$ cat config.mk
export PLATFORM = sky130hd
export DESIGN_NAME = alu_result_stage
export DESIGN_NICKNAME = d
export VERILOG_FILES = /design/src/rtl/alu_pkg.sv /design/src/rtl/alu_flag_gen.sv /design/src/rtl/alu_result_stage.sv
export SDC_FILE = /design/constraint.sdc
export NUM_CORES = 1
export LEC_CHECK = 0
export CORE_UTILIZATION = 50
export CTS_CLUSTER_DIAMETER = 100
export DETAILED_ROUTE_END_ITERATION = 8
export DONT_BUFFER_PORTS = 1
export GPL_ROUTABILITY_DRIVEN = 0
export SYNTH_ARGS = -nofsm -noshare
export SYNTH_HDL_FRONTEND = slang
export SYNTH_SLANG_ARGS = --single-unit
$ cat constraint.sdc
create_clock -name clk -period 5.4 [get_ports clk]
set_input_delay 0.54 -clock clk [delete_from_list [all_inputs] [get_ports clk]]
set_output_delay 0.54 -clock clk [all_outputs]
set_load 0.005 [all_outputs]
$ cat src/rtl/alu_pkg.sv
// Shared widths, flag bit positions and the stored entry layout for the
// ALU result stage.
package alu_pkg;

    localparam int DATA_W = 5;
    localparam int FLAG_W = 4;

    // Flag vector layout {N,Z,C,V}
    localparam int FLAG_N = 3;
    localparam int FLAG_Z = 2;
    localparam int FLAG_C = 1;
    localparam int FLAG_V = 0;

    // One buffered result together with the flags captured at accept time
    typedef struct packed {
        logic [DATA_W-1:0] result;
        logic [FLAG_W-1:0] flags;
    } entry_t;

endpackage

$ cat src/rtl/alu_flag_gen.sv
// Combinational N/Z/C/V generation from the adder/subtractor outputs and
// the original operand sign bits (B before inversion).
module alu_flag_gen
    import alu_pkg::*;
(
    input  logic [DATA_W-1:0] result,
    input  logic              cout,
    input  logic              sub,
    input  logic              a_msb,
    input  logic              b_msb,
    output logic [FLAG_W-1:0] flags
);

    logic r_msb;
    logic ovf;

    assign r_msb = result[DATA_W-1];

    // Signed overflow: for A+B the operands share a sign the result lost;
    // for A-B the operands differ in sign and the result left A's sign.
    always_comb begin
        ovf = 1'b0;
        if (sub) begin
            ovf = (a_msb != b_msb) && (r_msb != a_msb);
        end else begin
            ovf = (a_msb == b_msb) && (r_msb != a_msb);
        end
    end

    // Assemble the flag vector; C is the raw carry, so for subtraction
    // C=1 means no borrow.
    always_comb begin
        flags         = '0;
        flags[FLAG_N] = r_msb;
        flags[FLAG_Z] = (result == '0);
        flags[FLAG_C] = cout;
        flags[FLAG_V] = ovf;
    end

endmodule

$ cat src/rtl/alu_result_stage.sv
// Result stage: computes flags for each accepted ALU result and holds the
// result+flags in a small FIFO, counting signed overflows (saturating).
//
// Handshake: a transfer happens on a rising edge where valid && ready are
// both 1. in_ready depends only on occupancy (no pass-through when full);
// out_valid/out_result/out_flags depend only on stored state, and the
// data outputs read 0 while out_valid is 0.
module alu_result_stage
    import alu_pkg::*;
#(
    parameter int DEPTH = 2,
    parameter int CNT_W = 8
) (
    input  logic              clk,
    input  logic              rst,
    input  logic              in_valid,
    output logic              in_ready,
    input  logic [DATA_W-1:0] in_result,
    input  logic              in_cout,
    input  logic              in_sub,
    input  logic              in_a_msb,
    input  logic              in_b_msb,
    output logic              out_valid,
    input  logic              out_ready,
    output logic [DATA_W-1:0] out_result,
    output logic [FLAG_W-1:0] out_flags,
    output logic [CNT_W-1:0]  ovf_count
);

    localparam int PTR_W = (DEPTH > 2) ? 2 : 1;

    entry_t           mem [DEPTH];
    logic [PTR_W-1:0] head;
    logic [PTR_W-1:0] tail;
    logic [PTR_W:0]   occ;
    logic [FLAG_W-1:0] new_flags;
    entry_t           new_entry;
    logic             acc;
    logic             pop;

    function automatic logic [PTR_W-1:0] next_ptr(input logic [PTR_W-1:0] p);
        return (p == PTR_W'(DEPTH - 1)) ? '0 : p + 1'b1;
    endfunction

    alu_flag_gen u_flag_gen (
        .result (in_result),
        .cout   (in_cout),
        .sub    (in_sub),
        .a_msb  (in_a_msb),
        .b_msb  (in_b_msb),
        .flags  (new_flags)
    );

    assign new_entry.result = in_result;
    assign new_entry.flags  = new_flags;

    // Handshake qualification; a reset cycle never transfers anything.
    always_comb begin
        in_ready  = (occ < (PTR_W + 1)'(DEPTH));
        out_valid = (occ != '0);
        acc       = in_valid && in_ready && !rst;
        pop       = out_valid && out_ready && !rst;
    end

    // Head entry drives the outputs, forced to zero when empty.
    always_comb begin
        out_result = '0;
        out_flags  = '0;
        if (out_valid) begin
            out_result = mem[head].result;
            out_flags  = mem[head].flags;
        end
    end

    // Storage write at the tail on accept; contents need no reset since
    // occupancy gates visibility.
    always_ff @(posedge clk) begin
        if (acc) begin
            mem[tail] <= new_entry;
        end
    end

    // Pointers, occupancy and the saturating overflow counter.
    always_ff @(posedge clk) begin
        if (rst) begin
            head      <= '0;
            tail      <= '0;
            occ       <= '0;
            ovf_count <= '0;
        end else begin
            if (acc) begin
                tail <= next_ptr(tail);
            end
            if (pop) begin
                head <= next_ptr(head);
            end
            case ({acc, pop})
                2'b10:   occ <= occ + 1'b1;
                2'b01:   occ <= occ - 1'b1;
                default: occ <= occ;
            endcase
            if (acc && new_flags[FLAG_V] && (ovf_count != '1)) begin
                ovf_count <= ovf_count + 1'b1;
            end
        end
    end

endmodule
# ---- After elaboration in Yosys (flattened, before gate mapping)
# Memories as Yosys holds them, arrays and structs flattened. A register that Yosys moved wholly into a read port is not among the register bits.
# Cells that the tools add are included.
dict set report word_totals {
  regBits 12
  ramBits 18
  input_bits 13
  output_inout_bits 19
  elab_cells 39
  memories 1
}
# memory depth width rd rd_clocked_by_memory_dff write_ports line
set memory_table {}
lappend memory_table {mem 2 9 1 1 1 alu_result_stage.sv:32} ;# entry_t mem [DEPTH];
dict set report op_classes {
  add_sub_neg 5
  n_lt_le_gt_ge 1
  eq_ne 6
  mux 10
  n_reduce_logical 12
}
# operator count
set op_table {}
lappend op_table {{$add A8 B1 Y8 const B} 1}
lappend op_table {{$logic_and A1 B1 Y1} 8}
lappend op_table {{$ne A8 B8 Y1 const B} 1}
lappend op_table {{$mux W1} 7}
lappend op_table {{$logic_not A5 Y1} 1}
lappend op_table {{$mux W5} 1}
lappend op_table {{$mux W4} 1}
lappend op_table {{$pmux W2 S2} 1}
lappend op_table {{$reduce_bool A2 Y1} 2}
lappend op_table {{$add A1 B1 Y1 const B} 2}
lappend op_table {{$add A2 B1 Y2 const B} 1}
lappend op_table {{$eq A2 B1 Y1 const B} 1}
lappend op_table {{$eq A2 B2 Y1 const B} 1}
lappend op_table {{$lt A2 B2 Y1 const B} 1}
lappend op_table {{$ne A1 B1 Y1} 2}
lappend op_table {{$sub A2 B1 Y2 const B} 1}
lappend op_table {{$eq A1 B1 Y1} 1}
lappend op_table {{$logic_not A1 Y1} 1}

# ---- Logic depth before layout (Yosys ltp)
# Gate-level depths: netlist of the first run.
dict set report depth {
  depth_word 5
  depth_mapped 8
  ltp_nobuf 8
}

# ---- By module
# Synthesis of the first run repeated with hierarchy kept, for this count alone.
dict set report hier_totals {
  hier_cells 118
  hier_area_um2 1368.8
}
# mod n_inst cells_per_inst area_each_um2 seq_area_each_um2
set by_module_without_submodules {}
lappend by_module_without_submodules {alu_result_stage 1 109 1303.8 800.8}
lappend by_module_without_submodules {alu_flag_gen 1 9 65.1 0.0}

# ---- Worst setup path before layout of the first run
# No wires, ideal clock.
dict set report synth_timing {
  kind {reg2reg}
  from {reg occ[0]}
  to {reg occ[1]}
  setup_ns 0.070
  arrival_time_ns 1.707
  required_ns 5.330
  setup_slack_ns 3.624
  stages_incl_launch_ff 8
  n_path_buf 0
  synth_period_minus_slack_ns 1.776
  cell_sequence {dfxtp_1 nor2_1 inv_1 nand2_1 nor2_1 ha_1 or3_1 a21oi_1}
}
dict set report synth_via {
  elab_chain_len 5
  elab_cells_between_ends 12
  classes_between {add/sub: 2; order compare: 1; eq/ne: 2; mux: 1; reduce/logical: 6}
}
# element line
set synth_rtl {}
lappend synth_rtl {{from (decl)} alu_result_stage.sv:35} ;# logic [PTR_W:0] occ;
lappend synth_rtl {{from (signal assigned)} alu_result_stage.sv:98} ;# 2'b10: occ <= occ + 1'b1;
lappend synth_rtl {{from (signal assigned)} alu_result_stage.sv:99} ;# 2'b01: occ <= occ - 1'b1;
lappend synth_rtl {{$reduce_bool A2 Y1 (*)} alu_result_stage.sv:60} ;# out_valid = (occ != '0);
lappend synth_rtl {{net out_valid} alu_result_stage.sv:23} ;# output logic out_valid,
lappend synth_rtl {{$logic_and A1 B1 Y1 (*) (2 in series)} alu_result_stage.sv:62} ;# pop = out_valid && out_ready && !rst;
lappend synth_rtl {{net pop} alu_result_stage.sv:39} ;# logic pop;
lappend synth_rtl {{$eq A2 B1 Y1 or $eq A2 B2 Y1 (tied branches)} alu_result_stage.sv:97} ;# case ({acc, pop})
lappend synth_rtl {{$pmux W2 S2 or $reduce_bool A2 Y1 (tied branches)} --}
# The timed path passes the listed nets; every way through them passes the cells marked *.
# A chain may end at the register's enable or synchronous reset.

# ---- Final worst setup path of the first run
dict set report layout_timing {
  from {reg occ[1]}
  to {reg occ[1]}
}
# Same word-level chain as after synthesis.

==> flow_metrics.env, run 1 <==
export IMPL_status="finished clean"
export IMPL_crit_arrival_ps=2340
export IMPL_die_y_um=52.37
export IMPL_cts_tree="yes"
export IMPL_yosysSeqAreaShare_pct=58.38
export IMPL_min_path_cells=1
export IMPL_pwr_share_clk_pct=29.6
export IMPL_route_antenna_remaining_nets=0
export IMPL_crit_fanout=9
export IMPL_clkTransAtPathRegs_ps=90
export IMPL_timing_max_cap_violations=0
export IMPL_power_internal_uw=309.9
export IMPL_vias_per_cell=5.432
export IMPL_power_switching_uw=110.3
export IMPL_overflow=0
export IMPL_htree_levels=2
export IMPL_nNetsFinal=132
export IMPL_end_kind="flop"
export IMPL_fin_util_pct=58.17
export IMPL_rsz0062_at_grt="false"
export IMPL_synth_edf_count=16
export IMPL_dp_hpwl_um=1484
export IMPL_ir_drop_uv=211.3
export IMPL_yosys_area_top_type_share_pct=37.87
export IMPL_p_sw_share_pct=26.25
export IMPL_hold_viol_final=0
export IMPL_fp_dieW_um=52.37
export IMPL_dieArea_um2=2743
export IMPL_finClkSkew_ps=8.169
export IMPL_pwr_share_comb_pct=10.5
export IMPL_clock_sinks=29
export IMPL_grt_max_degree=16
export IMPL_finalSetupViolations=0
export IMPL_hold_path_end="ovf_count[3]"
export IMPL_synthTopCellsByCount="25 x nor2_1, 16 x edfxtp_1, 13 x dfxtp_1"
export IMPL_reg2reg_from="occ[1]"
export IMPL_io_pins=32
export IMPL_relSlewSlack_pct=53.42
export IMPL_row_count=17
export IMPL_fillers=211
export IMPL_clockBufferDepth=2
export IMPL_grt_pass1_vias=782
export IMPL_timing_final_crit_period_ps=2081
export IMPL_synth_area_leaders="edfxtp_1 38%, dfxtp_1 21%, mux2i_1 9.5%"
export IMPL_synth_flop_cell="edfxtp_1"
export IMPL_synth_area_leader_cell="edfxtp_1"
export IMPL_synthCells=113
export IMPL_antenna_found_initial=0
export IMPL_timing_setup_tns_ps=0
export IMPL_drc=0
export IMPL_ff2ff_path_depth=7
export IMPL_hold_start="rst"
export IMPL_ys_warn_count=0
export IMPL_ys_types=28
export IMPL_reg2reg_setup_slack_ps=3320
export IMPL_post_cts_buffers=0
export IMPL_tightest_slew_ps=679.2
export IMPL_syn_avg_cell_area_um2=11.23
export IMPL_r2r_end="occ[1]"
export IMPL_worstSetupPathType="flop to flop"
export IMPL_synthArstFlopShare_pct=0
export IMPL_start_kind="flop"
export IMPL_netlist_area_um2=1269
export IMPL_portBuffers=0
export IMPL_required_ps=5660
export IMPL_power_density_nw_per_um2=314.5
export IMPL_coreArea_um2=2297
export IMPL_finalMaxSlewViolations=0
export IMPL_grt_pass1_wl_um=3298
export IMPL_cts_buffers=5
export IMPL_seqPwrFrac_pct=59.9
export IMPL_clock_latency_ps=320
export IMPL_finalCritPeriodShare_pct=38.53
export IMPL_ys_ff_latch=29
export IMPL_p_leak_uw=0.0004714
export IMPL_n_antenna_cell=0
export IMPL_ctsResizeCount=0
export IMPL_syn2layout_area_growth_pct=5.325
export IMPL_syn_nets=128
export IMPL_routed_wl_um=2063
export IMPL_initial_core_util_pct=55.23
export IMPL_routedWlPerCell_um=14.13
export IMPL_grt_total_usage_pct=17.59
export IMPL_cts_root_buf="clkbuf_4"
export IMPL_first_pass_iters=4
export IMPL_postCtsHoldBufs=0
export IMPL_clock_fmax_ghz=0.4806
export IMPL_hold_path_class="input port to flop"
export IMPL_vias=793
export IMPL_drt_iter0_drc=8
export IMPL_yosysMostFrequentCell="nor2_1"
export IMPL_layout_drive_gt1_share_pct=9.322
[cells in the final DEF (no fill, tap or decap), types with 3 or more instances in the layout]
master    synthesis  routed
a21oi_1           3       3
and3_1            3       3
clkbuf_4          0       5
dfxtp_1          13      13
edfxtp_1         16      16
inv_1             6       6
mux2i_1          12      12
nand2_1           5       5
nor2_1           25      25
xnor2_1           5       5
[cell type report]
class / instances / area, um^2 / area share, %
clock buffers: 5 / 37.54 / 2.809
flip-flops and latches: 29 / 740.7 / 55.43
clock inverters: 3 / 17.52 / 1.311
well taps: 28 / 35.03 / 2.622
inverters: 6 / 22.52 / 1.685
multi-input cells: 75 / 483.0 / 36.14
[flip-flops by register name (all words and copies together), names as in the netlist, named ones only]
register and flops:
head 1, tail 1, occ 2, ovf_count 8, mem 16
[metrics by stage]
| step | area (um^2) | cells | power (uW) | hold slack [ps] | setup WS [ps] |
|---|---|---|---|---|---|
| final | 1336 | 146 | 420.2 | 272.2 | 3319 |
| after global routing | 1336 | 146 | 443.0 | 249.6 | 3104 |
| after CTS | 1336 | 146 | 426.3 | 256.9 | 3297 |
| after detailed placement | 1281 | 138 | 302.0 | 491.7 | 3324 |
| after global placement | 1281 | 138 | 300.2 | 486.3 | 3405 |
| after floorplan | 1269 | 113 | 295.6 | 471.9 | 3624 |
[cells by family (layout without fill, tap and decap cells)]
family | count (synthesis) | after routing | share of synthesized area, %
and+or+nand+nor | 47 | 47 | 18.64
DFF | 29 | 29 | 58.38
muxes | 12 | 12 | 9.468
buffers and inverters | 9 | 14 | 3.550
AOI/OAI and AO/OA | 7 | 7 | 3.156
xor gates and xnor gates | 7 | 7 | 4.832
adders and majority gates | 2 | 2 | 1.972
[worst max-delay path by stage]
stage	from	end	slack, ps	cells after the start
2_1_floorplan	occ[0]	occ[1]	3620	7
3_3_place_gp	rst	mem[0][3]	3400	3
3_5_place_dp	occ[1]	occ[1]	3320	7
4_1_cts	occ[1]	occ[1]	3300	7
5_1_grt	occ[1]	occ[1]	3100	7
6_report	occ[1]	occ[1]	3320	7
[power by group through the flow]
| stage | Combinational [uW] | Clock [uW] | Sequential (uW) |
|---|---|---|---|
| 3_3_place_gp | 43.4 | 0 | 257 |
| 4_1_cts | 45.3 | 129 | 252 |
| 2_1_floorplan | 43.5 | 0 | 252 |
| 3_5_place_dp | 44.9 | 0 | 257 |
| 6_report | 44.2 | 124 | 252 |
| 5_1_grt | 50.9 | 139 | 253 |
[worst max-delay path, cell delays in order, from the launching register on]
cell and delay, ps:
dfxtp_1 360, nor2_1 480, inv_1 150, nand2_1 140, nor2_1 50, ha_1 310
or3_1 380, a21oi_1 150
[per-layer routing]
metal	vias up	global-route usage [%]	wire, um
li1	402	-	-
met1	360	18.99	934
met2	26	28.06	976
met3	5	7.826	113
met4	0	10.53	38
met5	-	0	0
Power figures use the tool's default switching activity.
==> run 2, diff against run 1 <==
PLACE_DENSITY = 0.68   (was default)
clock period = 1.85 ns   (was 5.4 ns; I/O delays follow)
==> flow_metrics.env, run 2 (synthesis gave the netlist of run 1 again) <==
export IMPL_fin_util_pct=63.73
export IMPL_fillers=196
export IMPL_timing_max_cap_violations=0
export IMPL_nNetsFinal=144
export IMPL_relSlewSlack_pct=71.11
export IMPL_cp_cell_sequence="nor3b_2 -> inv_2 -> ha_1 -> or3_1 -> a21oi_1"
export IMPL_worstSetupPathType="flop to flop"
export IMPL_grtUsageMet1_pct=20.37
export IMPL_globalRouteMet3Util_pct=10.14
export IMPL_finalCritPeriodShare_pct=93.14
export IMPL_hold_viol_final=0
export IMPL_seqPwrFrac_pct=53.2
export IMPL_vias_per_cell=5.361
export IMPL_routedWlPerCell_um=14.63
export IMPL_grt_max_degree=13
export IMPL_first_pass_iters=3
export IMPL_p_leak_uw=0.0005339
export IMPL_rsz0062_at_grt="false"
export IMPL_timing_setup_tns_ps=0
export IMPL_grt_pass1_vias=777
export IMPL_cts_root_buf="clkbuf_4"
export IMPL_pwr_share_clk_pct=34.8
export IMPL_cp_buffers_inverters=1
export IMPL_clock_latency_ps=320
export IMPL_end_kind="flop"
export IMPL_dp_hpwl_um=1603
export IMPL_grt_busiest_layer="met2"
export IMPL_grt_pass1_wl_um=3629
export IMPL_die_y_um=52.37
export IMPL_finalSetupViolations=0
export IMPL_n_antenna_cell=0
export IMPL_clock_fmax_ghz=0.5804
export IMPL_finClkSkew_ps=6.668
export IMPL_power_density_nw_per_um2=945.5
export IMPL_routed_wl_um=2311
export IMPL_io_pins=32
export IMPL_ir_drop_uv=799.8
export IMPL_finalMaxSlewViolations=0
export IMPL_power_internal_uw=1070
export IMPL_cts_buffers=5
export IMPL_dieArea_um2=2743
export IMPL_place_area_um2=1319
export IMPL_clkTransAtPathRegs_ps=80
export IMPL_met2_usage_pct=32.70
export IMPL_largest_registers="mem: 16 flops, ovf_count: 8 flops, occ: 2 flops"
export IMPL_route_antenna_remaining_nets=0
export IMPL_hold_path_class="input port to flop"
export IMPL_clockBufferDepth=2
export IMPL_critPathTopFamily="simple AND/OR/NAND/NOR gates"
export IMPL_coreArea_um2=2297
export IMPL_pwr_share_comb_pct=12.0
export IMPL_overflow=0
export IMPL_layout_common_cells="25 x nor2_1, 16 x edfxtp_1, 13 x dfxtp_1, 12 x mux2i_1, 7 x dlygate4sd3_1"
export IMPL_status="finished clean"
export IMPL_grt_total_usage_pct=19.70
export IMPL_critical_path_slowest_cell="or3_1"
export IMPL_start_kind="flop"
export IMPL_initial_core_util_pct=55.23
export IMPL_syn2layout_area_growth_pct=15.38
export IMPL_drt_iter0_drc=12
export IMPL_cts_tree="yes"
export IMPL_drc=0
export IMPL_fp_dieW_um=52.37
export IMPL_vias=847
export IMPL_design_area_um2=1464
export IMPL_power_uw=1384
export IMPL_reg2reg_setup_slack_ps=130
export IMPL_power_switching_uw=314.2
export IMPL_portBuffers=0
export IMPL_tightest_slew_ps=432.7
export IMPL_largest_register_ffs=16
export IMPL_regMostFlops="mem"
export IMPL_final_common_cell="nor2_1"
export IMPL_htree_levels=2
export IMPL_antenna_found_initial=0
export IMPL_p_sw_share_pct=22.70
export IMPL_post_cts_buffers=0
export IMPL_layout_drive_gt1_share_pct=11.54
export IMPL_timing_final_crit_period_ps=1723
export IMPL_clock_sinks=29
export IMPL_row_count=17
export IMPL_crit_arrival_ps=1970
export IMPL_slowest_delay_ps=400
export IMPL_required_ps=2100
export IMPL_crit_fanout=6
-- run 2: power groups by stage --
stage	registers, uW	clock network, uW	logic [uW]
finish	736	482	166
global route	740	523	187
CTS	737	497	169
detailed placement	751	0	152
global placement	749	0	145
floorplan	736	0	127
-- run 2: worst register-to-register path, stage by stage, from the launching register on --
cell	delay, ps
dfxtp_1	360
nor3b_2	290
inv_2	120
ha_1	350
or3_1	400
a21oi_1	150
-- run 2: layout make-up --
cell class,instances,area [um^2],area share [%]
clock buffers,6,41.29,2.821
clock inverters,2,33.78,2.308
repair buffers,12,107.6,7.350
multi-input cells,75,483.0,32.99
inverters,6,22.52,1.538
flip-flops and latches,29,740.7,50.60
well taps,28,35.03,2.393
-- run 2: metrics by stage --
stage               hold slack [ps]  worst slack [ps]  std cells
floorplan                     254.1             73.75        113
global placement              255.8             222.5        143
detailed placement            260.1             115.5        143
CTS                           40.13             88.62        158
global route                  31.30             16.21        158
finish                        60.58             127.0        158
-- run 2: worst paths after layout --
check / start / end / depth (start not counted)
hold / removal: in_result[4] / mem[0][2] / 1
setup reg to reg: occ[1] / occ[1] / 5
setup / recovery: occ[1] / occ[1] / 5
hold reg to reg: head / head / 2
-- run 2: metal layers --
layer / wire [um] / vias to the layer above
met5: 0 / -
met4: 36 / 0
met3: 154 / 5
met2: 1211 / 27
met1: 909 / 394
li1: - / 421
-- run 2: what timing repair did --
action | CTS | global route
hold endpoints to repair | 24 | 0
gates resized for setup | 0 | 1
setup endpoints to repair | 0 | 1
hold buffers | 7 | 0
==> run 3, diff against run 2 <==
CORE_UTILIZATION = 43   (was 50)
DONT_BUFFER_PORTS = default   (was 1)
PLACE_DENSITY = 0.74   (was 0.68)
SLEW_MARGIN = 30   (was default)
==> flow_metrics.env, run 3 (synthesis gave the netlist of run 1 again) <==
export IMPL_status="finished clean"
export IMPL_met1Wirelength_um=996
export IMPL_antenna_found_initial=0
export IMPL_rsz0062_at_grt="false"
export IMPL_n_antenna_cell=0
export IMPL_timing_max_cap_violations=0
export IMPL_cp_buffers_inverters=2
export IMPL_largest_register_ffs=16
export IMPL_critPathTopFamily="buffers and inverters"
export IMPL_crit_arrival_ps=1550
export IMPL_required_ps=1660
export IMPL_clock_fmax_ghz=0.5749
export IMPL_clockBufferDepth=2
export IMPL_layout_drive_gt1_share_pct=16.25
export IMPL_dp_hpwl_um=1786
export IMPL_grt_max_degree=14
export IMPL_largest_registers="mem: 16 flops, ovf_count: 8 flops, occ: 2 flops"
export IMPL_start_kind="flop"
export IMPL_clkTransAtPathRegs_ps=90
export IMPL_fillers=232
export IMPL_p_leak_uw=0.0006405
export IMPL_dieArea_um2=3172
export IMPL_post_cts_buffers=0
export IMPL_highest_layer="met4"
export IMPL_hold_viol_final=0
export IMPL_finalCritPeriodShare_pct=94.02
export IMPL_overflow=0
export IMPL_htree_levels=2
export IMPL_drt_iter0_drc=23
export IMPL_end_kind="output pin"
export IMPL_finClkSkew_ps=8.355
export IMPL_critical_path_slowest_cell="clkdlybuf4s50_1"
export IMPL_regMostFlops="mem"
export IMPL_cts_root_buf="clkbuf_4"
export IMPL_fp_dieW_um=56.32
export IMPL_syn2layout_area_growth_pct=37.28
export IMPL_initial_core_util_pct=45.61
export IMPL_wl_met3_um=117
export IMPL_slowest_delay_ps=510
export IMPL_routedWlPerCell_um=12.15
export IMPL_finalSetupViolations=0
export IMPL_routed_wl_um=2321
export IMPL_numPlacedInstances=183
export IMPL_wl_met2_um=1174
export IMPL_timing_setup_tns_ps=0
export IMPL_reg2reg_setup_slack_ps=230
export IMPL_portBuffers=31
export IMPL_pre_cts_slack_ps=-29.41
export IMPL_power_density_nw_per_um2=772.6
export IMPL_tightest_slew_ps=336.1
export IMPL_cts_tree="yes"
export IMPL_stdcell_count=191
export IMPL_timing_final_crit_period_ps=1739
export IMPL_clock_latency_ps=320
export IMPL_vias_per_cell=5.000
export IMPL_row_count=19
export IMPL_die_y_um=56.32
export IMPL_clock_sinks=29
export IMPL_grt_pass1_wl_um=4036
export IMPL_nNetsFinal=174
export IMPL_layout_common_cells="31 x clkdlybuf4s50_1, 24 x nor2_1, 16 x edfxtp_1, 12 x mux2i_1, 11 x buf_4"
export IMPL_power_uw=1346
export IMPL_drc=0
export IMPL_vias=955
export IMPL_postCtsHoldBufs=0
export IMPL_crit_fanout=8
export IMPL_grt_total_usage_pct=16.77
export IMPL_place_area_um2=1678
export IMPL_cp_cell_sequence="nor2_1 -> buf_4 -> nor2_2 -> clkdlybuf4s50_1"
export IMPL_coreArea_um2=2781
export IMPL_worstSetupPathType="flop to output pin"
export IMPL_first_pass_iters=4
export IMPL_final_common_cell="clkdlybuf4s50_1"
export IMPL_design_area_um2=1742
export IMPL_ir_drop_uv=582.0
export IMPL_cts_buffers=5
export IMPL_route_antenna_remaining_nets=0
export IMPL_relSlewSlack_pct=77.38
export IMPL_grt_pass1_vias=980
export IMPL_final_setup_worst_slack_ps=110.7
export IMPL_io_pins=32
export IMPL_finalMaxSlewViolations=0
export IMPL_hold_path_class="input port to flop"
-- run 3: area by class of cell --
| type | count | area [um^2] | share of cell area [%] |
|---|---|---|---|
| clock buffer | 5 | 37.54 | 2.155 |
| sequential | 29 | 747.0 | 42.89 |
| timing repair buffer | 42 | 392.9 | 22.56 |
| tap | 31 | 38.79 | 2.227 |
| multi-input combinational | 75 | 485.5 | 27.87 |
| inverter | 6 | 22.52 | 1.293 |
| clock inverter | 3 | 17.52 | 1.006 |
-- run 3: power by group --
group / total [uW] / internal [uW] / switching (uW)
combinational: 259 / 154 / 105
clock: 350 / 143 / 207
sequential: 737 / 711 / 25.6
total: 1350 / 1010 / 337
-- run 3: through the flow --
stage | utilization [%] | hold WS, ps
3_5_place_dp | 60.32 | 492.0
2_1_floorplan | - | 254.1
3_3_place_gp | 60.32 | 475.3
5_1_grt | 62.62 | 460.3
4_1_cts | 62.39 | 439.3
6_report | 62.62 | 448.8
-- run 3: timing repair --
item	4_1_cts	5_1_grt
setup endpoints to repair	9	6
endpoints found under the hold margin	0	0
gates resized for setup	2	3
-- run 3: path summary, 6_finish.rpt --
kind	from	end	cells after the start
worst max-delay path	occ[1]	out_result[4]	4
worst min register to register	ovf_count[2]	ovf_count[2]	1
worst min-delay path	in_cout	mem[1][1]	1
worst max register to register	occ[1]	occ[1]	7
-- run 3: layer usage --
layer  GRT usage, %  vias to the layer above
li1               -                      482
met1          19.18                      439
met2          28.23                       30
met3          3.917                        4
met4          10.45                        0
met5              0                        -
